===== src/rtl/stream_mux_rr.sv =====
// stream_mux_rr: N-channel registered stream multiplexer with valid/ready
// handshakes on every input and on the output.
//   mode=0 : explicit channel select via sel (out-of-range sel never grants)
//   mode=1 : round-robin arbitration starting at rr_ptr, wrapping at NUM_CH
// The output is one register stage, so the latency is 1 cycle and a beat
// can be accepted every cycle.
// Optional build macro STREAM_MUX_PKT_LOCK_EN: when it is defined, the grant
// stays on one channel from its first non-last beat until its last beat is
// accepted. When it is undefined, arbitration is per beat and the last flag
// is only passed through.
module stream_mux_rr #(
   parameter  int NUM_CH = 4,
   parameter  int WIDTH  = 8,
   localparam int SEL_W  = $clog2(NUM_CH)
) (
   input  logic                    clk,
   input  logic                    rst_n,
   input  logic                    mode,
   input  logic [SEL_W-1:0]        sel,
   input  logic [NUM_CH-1:0]       in_valid,
   input  logic [NUM_CH*WIDTH-1:0] in_data,
   input  logic [NUM_CH-1:0]       in_last,
   output logic [NUM_CH-1:0]       in_ready,
   output logic                    out_valid,
   output logic [WIDTH-1:0]        out_data,
   output logic                    out_last,
   output logic [SEL_W-1:0]        out_chan,
   input  logic                    out_ready
);

   // Output register and arbitration state
   logic              r_out_valid;
   logic [WIDTH-1:0]  r_out_data;
   logic              r_out_last;
   logic [SEL_W-1:0]  r_out_chan;
   logic [SEL_W-1:0]  r_rr_ptr;

   // Combinational arbitration results
   logic              w_load;
   logic              w_sel_ok;
   logic              w_free_vld;
   logic [SEL_W-1:0]  w_free_ch;
   logic              w_gnt_vld;
   logic [SEL_W-1:0]  w_gnt_ch;
   logic [WIDTH-1:0]  w_gnt_data;
   logic              w_gnt_last;
   logic              w_accept;
   logic              w_ptr_adv;
   logic [SEL_W-1:0]  w_ptr_next;
   logic [NUM_CH-1:0] w_in_ready;

   // The output register can take a new beat when empty or being drained
   assign w_load   = !r_out_valid || out_ready;

   // An out-of-range select (possible when NUM_CH is not a power of two)
   // never grants
   assign w_sel_ok = ({1'b0, sel} < (SEL_W+1)'(NUM_CH));

   // Per-beat grant: explicit select, or first requester from rr_ptr with wrap
   always_comb begin
      logic [SEL_W:0] v_idx;
      w_free_vld = 1'b0;
      w_free_ch  = '0;
      v_idx      = '0;
      if (!mode) begin
         if (w_sel_ok) begin
            if (in_valid[sel]) begin
               w_free_vld = 1'b1;
               w_free_ch  = sel;
            end
         end
      end else begin
         for (int unsigned i = 0; i < NUM_CH; i++) begin
            v_idx = {1'b0, r_rr_ptr} + (SEL_W+1)'(i);
            if (v_idx >= (SEL_W+1)'(NUM_CH)) begin
               v_idx = v_idx - (SEL_W+1)'(NUM_CH);
            end
            if (!w_free_vld && in_valid[v_idx[SEL_W-1:0]]) begin
               w_free_vld = 1'b1;
               w_free_ch  = v_idx[SEL_W-1:0];
            end
         end
      end
   end

`ifdef STREAM_MUX_PKT_LOCK_EN
   typedef enum logic {
      ST_FREE   = 1'b0,
      ST_LOCKED = 1'b1
   } lock_state_t;

   lock_state_t      r_lock_state;
   logic [SEL_W-1:0] r_lock_ch;
   logic             r_lock_rr;

   // While locked, only the locked channel can be granted; mode, sel and the
   // other valids are ignored and a dropped valid simply produces no grant
   always_comb begin
      if (r_lock_state == ST_LOCKED) begin
         w_gnt_vld = in_valid[r_lock_ch];
         w_gnt_ch  = r_lock_ch;
      end else begin
         w_gnt_vld = w_free_vld;
         w_gnt_ch  = w_free_ch;
      end
   end

   // The pointer moves only when a packet completes; a packet that started
   // under round-robin advances it even though mode is ignored mid-packet
   always_comb begin
      if (r_lock_state == ST_LOCKED) begin
         w_ptr_adv = w_accept && w_gnt_last && r_lock_rr;
      end else begin
         w_ptr_adv = w_accept && w_gnt_last && mode;
      end
   end

   // Packet lock tracking: enter on an accepted non-last beat, leave on last
   always_ff @(posedge clk or negedge rst_n) begin
      if (!rst_n) begin
         r_lock_state <= ST_FREE;
         r_lock_ch    <= '0;
         r_lock_rr    <= 1'b0;
      end else if (w_accept) begin
         case (r_lock_state)
            ST_FREE: begin
               if (!w_gnt_last) begin
                  r_lock_state <= ST_LOCKED;
                  r_lock_ch    <= w_gnt_ch;
                  r_lock_rr    <= mode;
               end
            end
            ST_LOCKED: begin
               if (w_gnt_last) begin
                  r_lock_state <= ST_FREE;
               end
            end
            default: r_lock_state <= ST_FREE;
         endcase
      end
   end
`else
   // Per-beat arbitration: the grant is the free grant
   always_comb begin
      w_gnt_vld = w_free_vld;
      w_gnt_ch  = w_free_ch;
      w_ptr_adv = w_accept && mode;
   end
`endif

   assign w_gnt_data = in_data[w_gnt_ch*WIDTH +: WIDTH];
   assign w_gnt_last = in_last[w_gnt_ch];
   assign w_accept   = w_load && w_gnt_vld;

   // Next pointer wraps explicitly so non-power-of-two NUM_CH returns to 0
   assign w_ptr_next = ({1'b0, w_gnt_ch} == (SEL_W+1)'(NUM_CH - 1)) ?
                       '0 : (w_gnt_ch + SEL_W'(1));

   // Ready goes only to the granted channel and is held low during reset
   always_comb begin
      w_in_ready = '0;
      if (rst_n && w_accept) begin
         w_in_ready[w_gnt_ch] = 1'b1;
      end
   end

   // Output register: load the granted beat, or empty when nothing is granted
   always_ff @(posedge clk or negedge rst_n) begin
      if (!rst_n) begin
         r_out_valid <= 1'b0;
         r_out_data  <= '0;
         r_out_last  <= 1'b0;
         r_out_chan  <= '0;
      end else if (w_load) begin
         r_out_valid <= w_gnt_vld;
         if (w_gnt_vld) begin
            r_out_data <= w_gnt_data;
            r_out_last <= w_gnt_last;
            r_out_chan <= w_gnt_ch;
         end
      end
   end

   // Round-robin pointer: one past the last accepted round-robin grant
   always_ff @(posedge clk or negedge rst_n) begin
      if (!rst_n) begin
         r_rr_ptr <= '0;
      end else if (w_ptr_adv) begin
         r_rr_ptr <= w_ptr_next;
      end
   end

   assign in_ready  = w_in_ready;
   assign out_valid = r_out_valid;
   assign out_data  = r_out_data;
   assign out_last  = r_out_last;
   assign out_chan  = r_out_chan;

endmodule


===== config.mk =====
export PLATFORM = sky130hd
export DESIGN_NAME = stream_mux_rr
export DESIGN_NICKNAME = d
export VERILOG_FILES = /design/src/rtl/stream_mux_rr.sv
export SDC_FILE = /design/constraint.sdc
export NUM_CORES = 1
export LEC_CHECK = 0
export BUFFER_PORTS_ARGS = -buffer_cell sky130_fd_sc_hd__buf_2
export CORE_AREA = 2 2 55 57
export DETAILED_ROUTE_END_ITERATION = 16
export DIE_AREA = 0 0 57 59
export PLACE_DENSITY = 0.82
export RECOVER_POWER = 100
export SLEW_MARGIN = 20
export SYNTH_ARGS = -nofsm -noshare
export SYNTH_HDL_FRONTEND = slang
export SYNTH_SLANG_ARGS = --single-unit
export TNS_END_PERCENT = 20

===== constraint.sdc =====
create_clock -name clk -period 2.65 [get_ports clk]
set_input_delay 0.795 -clock clk [delete_from_list [all_inputs] [get_ports clk]]
set_output_delay 0.795 -clock clk [all_outputs]
set_load 0.005 [all_outputs]

== After elaboration in Yosys (flattened, before gate mapping) ==
Index checks and enable logic that the tools add are counted.

* Add/subtract/negate cells: 8
* Reductions and logical operators: 13
* Equality and inequality tests: 1
* Shifts and indexed selects: 1
* $lt $le $gt $ge: 11
* Mux-type cells: 39

{| class="wikitable"
|+ Operators with widths
! cell !! number
|-
| indexed part select 32 x 6 -> 8 bit || 1
|-
| 2-to-1 mux 2 bit || 15
|-
| less-than comparator 2 x 3 -> 1 bit, second input constant || 6
|-
| 2-to-1 mux 1 bit || 16
|-
| binary-select mux 1 bit (select 2 bit) || 6
|-
| >= comparator 3 bit, second input constant || 3
|-
| subtractor 2 x 1 -> 2 bit, second input constant || 4
|-
| logical AND 1 bit || 7
|-
| adder 2 x 2 -> 3 bit, second input constant || 2
|-
| zero test 1 bit || 4
|-
| 2-to-1 mux 4 bit || 1
|-
| adder 2 x 1 -> 3 bit, second input constant || 1
|-
| >= comparator 2 x 3 -> 1 bit, second input constant || 1
|-
| adder 2 x 1 -> 2 bit, second input constant || 1
|-
| demux 1 bit (select 2 bit) || 1
|-
| == test 2 bit, second input constant || 1
|-
| >= comparator 2 x 1 -> 1 bit, second input constant || 1
|-
| AND reduction 2 bit || 1
|-
| logical OR 1 bit || 1
|}

* Word-level logic and storage cells: 78
* Output and inout bits: 16
* Flip-flop bits (word level): 14
* Input port bits: 46

== Longest topological paths before layout ==
* Depth in word-level cells: 24
* Depth in mapped cells: 7
* Mapped depth without buffers: 6

== Least setup slack after synthesis ==
No wires, ideal clock.

* Kind: input to output
* Start: in sel[0]
* End: out in_ready[3]
* Required time: 1.855 ns
* Arrival: 1.959 ns
* Slack: -0.104 ns
* Path buffers: 0
* Stages on the path: 5
* Cells stage by stage: mux2_4 > a22o_1 > a32o_2 > ha_1 > and3_1

* Longest elaborated chain between the ends: 9
* Elaborated cells on any way between the ends: 14
* Those cells by class: order compare (2); mux (9); reduce/logical (3)

{| class="wikitable"
|+ Ends and longest elaborated chain
! element !! RTL line !! source
|-
| start: declaration || 19 || <nowiki>input logic [SEL_W-1:0] sel,</nowiki>
|-
| binary-select mux 1 bit (select 2 bit) || 67 || <nowiki>if (in_valid[sel]) begin</nowiki>
|-
| 2-to-1 mux 1 bit (implied by the code) || 67 ||
|-
| 2-to-1 mux 2 bit (*) || 67 ||
|-
| 2-to-1 mux 2 bit (*) || 65 || <nowiki>if (!mode) begin</nowiki>
|-
| net w_free_ch[0] || 42 || <nowiki>logic [SEL_W-1:0] w_free_ch;</nowiki>
|-
| less-than comparator 2 x 3 -> 1 bit (implied by the code) / >= comparator 2 x 1 -> 1 bit (equally long branches) || 163 || <nowiki>w_in_ready[w_gnt_ch] = 1'b1;</nowiki>
|-
| logical AND 1 bit (implied by the code) || 163 ||
|-
| 2-to-1 mux 1 bit (implied by the code) || 163 ||
|-
| demux 1 bit (select 2 bit) (*) || 163 ||
|-
| 2-to-1 mux 4 bit (*) || 162 || <nowiki>if (rst_n && w_accept) begin</nowiki>
|-
| end: declaration || 23 || <nowiki>output logic [NUM_CH-1:0] in_ready,</nowiki>
|}

The timed path passes the listed nets; every way through them passes the cells marked *. The select of a mux whose other input is x is not followed.

== Final worst setup path ==
Same ends and word-level chain as after synthesis.

==> run summary <==
Of all cell types, the one taking the most synthesized area is sky130_fd_sc_hd__dfrtp_1. Clock-pin slew was measured on the worst setup and hold paths at 0.09 ns. For the pin with the worst max-slew slack, the measured transition is 0.590 ns. The via count of the first global-routing pass was 1145. 62 I/O pins were placed. The number of detailed-route iterations in the first pass was 4. After floorplanning, the core was divided into 19 placement rows.

Summing all non-filler instances in the final layout gives an area of 1630 um2. For the share of total power in the clock network, the log shows 0.157. The core box area came out at 2710 um2. Between clock sinks in the finished design, the worst skew comes to 0.00670 ns. For the number of antenna violations at the first check in global routing, the log shows 0.

Count of endpoints failing hold in the final timing report: 0. The startpoint identified for the worst register-to-register timing path is r_rr_ptr[1]. The pin count of the biggest net entering global routing was 17; the path depth of the worst reg2reg path was 7. The net switching share of the total power is 0.363, and the clock period minus final worst setup slack is 2.98 ns.

The internal power consumption is 0.609 mW. Detailed routing inserted a total of 1125 vias. The fraction of synthesized cell area in xor and xnor cells came out at 0. Number of DRC markers in iteration 0: 42. Across the whole layout, storage elements account for 350 um2. Required time reported for the critical path endpoint: 1.86 ns. The fraction of final layout cells with drive strength greater than 1 is 0.561. The longest clock path from root to sink contains 2 buffers. The clock root buffer master is sky130_fd_sc_hd__clkbuf_4.

The post-detailed-route wirelength per cell is 15.2 um, and the multi-input logic area is 718 um2. The startpoint of the worst setup timing path is sel[0]. The delay contributed by the slowest stage of the critical path was 0.30 ns; the power density over the cells was 588 nW/um2. The worst-case IR drop observed on VDD is 0.379 mV. The final worst-path setup slack is -0.326 ns. By area, the combinational part of the netlist is dominated by compound AO/OA/AOI/OAI gates. The tools report the type of element capturing the critical path as a primary output. The analysis attributes to net switching a power of 0.348 mW.

Compared with the post-synthesis result, the final layout area differs by 54.4%. In this run the cell area of the synthesized design comes to 1050 um2. Synthesis produced a netlist with a net count of 148. The logs give 0 for the number of hold buffers added after CTS and 0.179 for the global routing usage summed across all routing layers. The layout has 248 filler cells. The synthesized netlist contains 27 unique library cells. The top-area cell type share of the netlist area was 0.333.

The run gives 0 as the max-slew violation count. Dividing the detail-routed via count by the number of cells gives 5.33. The share of synthesized registers carrying an async set or reset is 1.00, and the total overflow reported by the global router is 0.

The number of enable flip-flop cells after synthesis was 0; the synthesized flop and latch total was 14. The largest individual stage delay along the critical path comes from the cell sky130_fd_sc_hd__mux2_4. By count the netlist is led by sky130_fd_sc_hd__mux2i_1, sky130_fd_sc_hd__nand2_1, sky130_fd_sc_hd__dfrtp_1, sky130_fd_sc_hd__o221ai_2.

At the later pin of the worst-skew pair, clock insertion delay measures 0.27 ns. The leakage power total was 0.814 nW; the final-layout worst hold slack was 0.336 ns. The multiplexer share of the synthesized area is 0.216. Static timing analysis puts the maximum clock frequency at 336 MHz.

The worst setup path is of the in2out kind. The area of the die was 3360 um2; the worst-path maximum fanout was 4. The most instantiated flip-flop cell in the synthesis netlist was sky130_fd_sc_hd__dfrtp_1. TritonCTS built the clock tree. The number of antenna diodes is 0, and the initial core utilization is 0.389. In this run, CTS created clock tree buffers numbering 3. By area the synthesized netlist is led by sky130_fd_sc_hd__dfrtp_1, sky130_fd_sc_hd__mux2i_1, sky130_fd_sc_hd__o221ai_2.

The fraction of power consumed by sequential logic is 0.340, and the slack of the worst reg-to-reg path is 0.85 ns. The number of nets at the end of the flow was 231; the width of the chip was 57 um. Across the run, the number of max-cap violations was 0. The worst setup path is launched from an input pin. In the routed design, unresolved DRC markers number 0.

The logs give 1 for the total number of H-tree levels and 0.333 for the part of the Yosys area used for sequential elements. Once detail routing completed, the nets flagged for antenna violations numbered 0. STA puts the critical path data arrival time at 2.18 ns.

In this run the cell area measured after placement is 1520 um2. Setup violations remaining at the end of the flow were counted as 4. Walking the worst path, the cells encountered are buf_8, mux2_4, a22o_1, a32o_2, ha_2, and3_4, buf_6. The tools report the global-route wire length before repair as 4.80 mm.

Setup repair after global routing could not meet its margin everywhere. The synthesized-area fraction occupied by ao, oa, aoi and oai cells was 0.221. The class of the most critical hold timing path was in2async. The cell count after synthesis came out at 98. The simple-gate area share of the yosys netlist is 0.153, and the worst relative slew slack is 0.607. By instance count, the leading cell after synthesis is sky130_fd_sc_hd__mux2i_1.

The half-perimeter wire length after placement was 2.49 mm. The post-route clock period utilization is 1.12, and the weighted congestion reported at the end of routability-driven placement is 0.755. Input and output buffers added on the ports amount to 61. The run gives 0.503 as the combinational group share of total power.

The TritonCTS sink count was 14. Among cell families on the critical path, the largest total delay comes from compound AO/OA/AOI/OAI gates. The number of buffers and inverters on the critical path is 2.

The flow ran to the end, but the final reports show violations. The tools report the end of the worst register-to-register path as out_data[4]. In this run the vertical extent of the chip is 59 um.

The Yosys warning count came out at 0. The checks that failed: negative setup slack. The run gives 3.21 mm as the sum of routed wire length over all layers.

The arithmetic-cell share of the synthesized area counting full adders, half adders and majority gates is 0.0475, and the synthesized area divided by synthesized cell count is 10.8 um2.
==> worst reg2reg max path, stage by stage (launching register included) <==
cell and delay [ns]:
sky130_fd_sc_hd__dfrtp_1 0.45, sky130_fd_sc_hd__nand2_1 0.14, sky130_fd_sc_hd__a221oi_2 0.08, sky130_fd_sc_hd__o21ai_2 0.21, sky130_fd_sc_hd__buf_4 0.14, sky130_fd_sc_hd__buf_4 0.26, sky130_fd_sc_hd__mux2i_1 0.28, sky130_fd_sc_hd__o221ai_2 0.12
==> registers in the layout, summed over array words and instances, names as in the netlist <==
register / flops
out_last: 1
out_valid: 1
r_rr_ptr: 2
out_chan: 2
out_data: 8
==> cell type report <==
type | count | share of cell area
Inverter | 3 | 0.0100
Sequential cell | 14 | 0.215
Multi-Input combinational cell | 78 | 0.442
Timing Repair Buffer | 81 | 0.287
Clock buffer | 4 | 0.0223
Tap cell | 31 | 0.0238
==> per-stage QoR <==
step	std cells	TNS (ns)	setup slack [ns]	power, mW	util
2_1_floorplan	98	-0.327	-0.0831	0.591	-
3_3_place_gp	204	-1.22	-0.318	0.766	0.561
3_5_place_dp	204	-1.36	-0.355	0.785	0.561
4_1_cts	208	-1.21	-0.312	0.942	0.584
5_1_grt	211	-1.39	-0.351	1.02	0.600
6_report	211	-1.26	-0.326	0.957	0.600
==> what timing repair did <==
action	CTS	global route
endpoints found under the setup margin	4	4
pin swaps	2	3
buffers inserted	0	3
hold endpoints to repair	0	0
gates resized for setup	7	7
==> layer usage <==
metal	share of wire	global-route usage	up-vias
met5	0	0	-
met4	0.020	0.0764	0
met3	0.052	0.0349	16
met2	0.57	0.346	48
met1	0.35	0.189	527
li1	-	-	534
==> worst max-delay path by stage <==
stage | to | slack [ns] | depth (start not counted)
after global placement | in_ready[1] | -0.32 | 7
after CTS | in_ready[3] | -0.31 | 7
after detailed placement | in_ready[1] | -0.35 | 7
after floorplan | in_ready[2] | -0.08 | 6
after global routing | in_ready[0] | -0.35 | 8
final | in_ready[3] | -0.33 | 7
==> placed cells by master (no fill, tap or decap), types with 3 or more instances in the layout <==
| master | netlist | layout |
|---|---|---|
| sky130_fd_sc_hd__o221ai_2 | 9 | 9 |
| sky130_fd_sc_hd__and3_4 | 0 | 3 |
| sky130_fd_sc_hd__mux2i_1 | 19 | 19 |
| sky130_fd_sc_hd__nor2b_1 | 3 | 3 |
| sky130_fd_sc_hd__dfrtp_1 | 14 | 14 |
| sky130_fd_sc_hd__clkbuf_4 | 0 | 3 |
| sky130_fd_sc_hd__nand2_1 | 17 | 17 |
| sky130_fd_sc_hd__clkbuf_1 | 0 | 10 |
| sky130_fd_sc_hd__buf_6 | 0 | 3 |
| sky130_fd_sc_hd__buf_2 | 3 | 49 |
| sky130_fd_sc_hd__buf_4 | 0 | 18 |
==> kinds of logic (layout without fill, tap and decap cells) <==
family                   after synthesis  after routing
AO/OA/AOI/OAI                         21             21
buffers and inverters                  6             88
adder cells (fa/ha/maj)                4              4
multiplexers                          22             22
AND/OR/NAND/NOR                       31             31
flip-flops                            14             14
==> power by group through the flow <==
stage | clock (mW) | combinational, mW | sequential (mW)
after global routing | 0.167 | 0.519 | 0.332
final | 0.150 | 0.481 | 0.325
after detailed placement | 0 | 0.459 | 0.326
after floorplan | 0 | 0.263 | 0.328
after CTS | 0.154 | 0.465 | 0.322
after global placement | 0 | 0.441 | 0.325
Power figures use the tool's default switching activity.
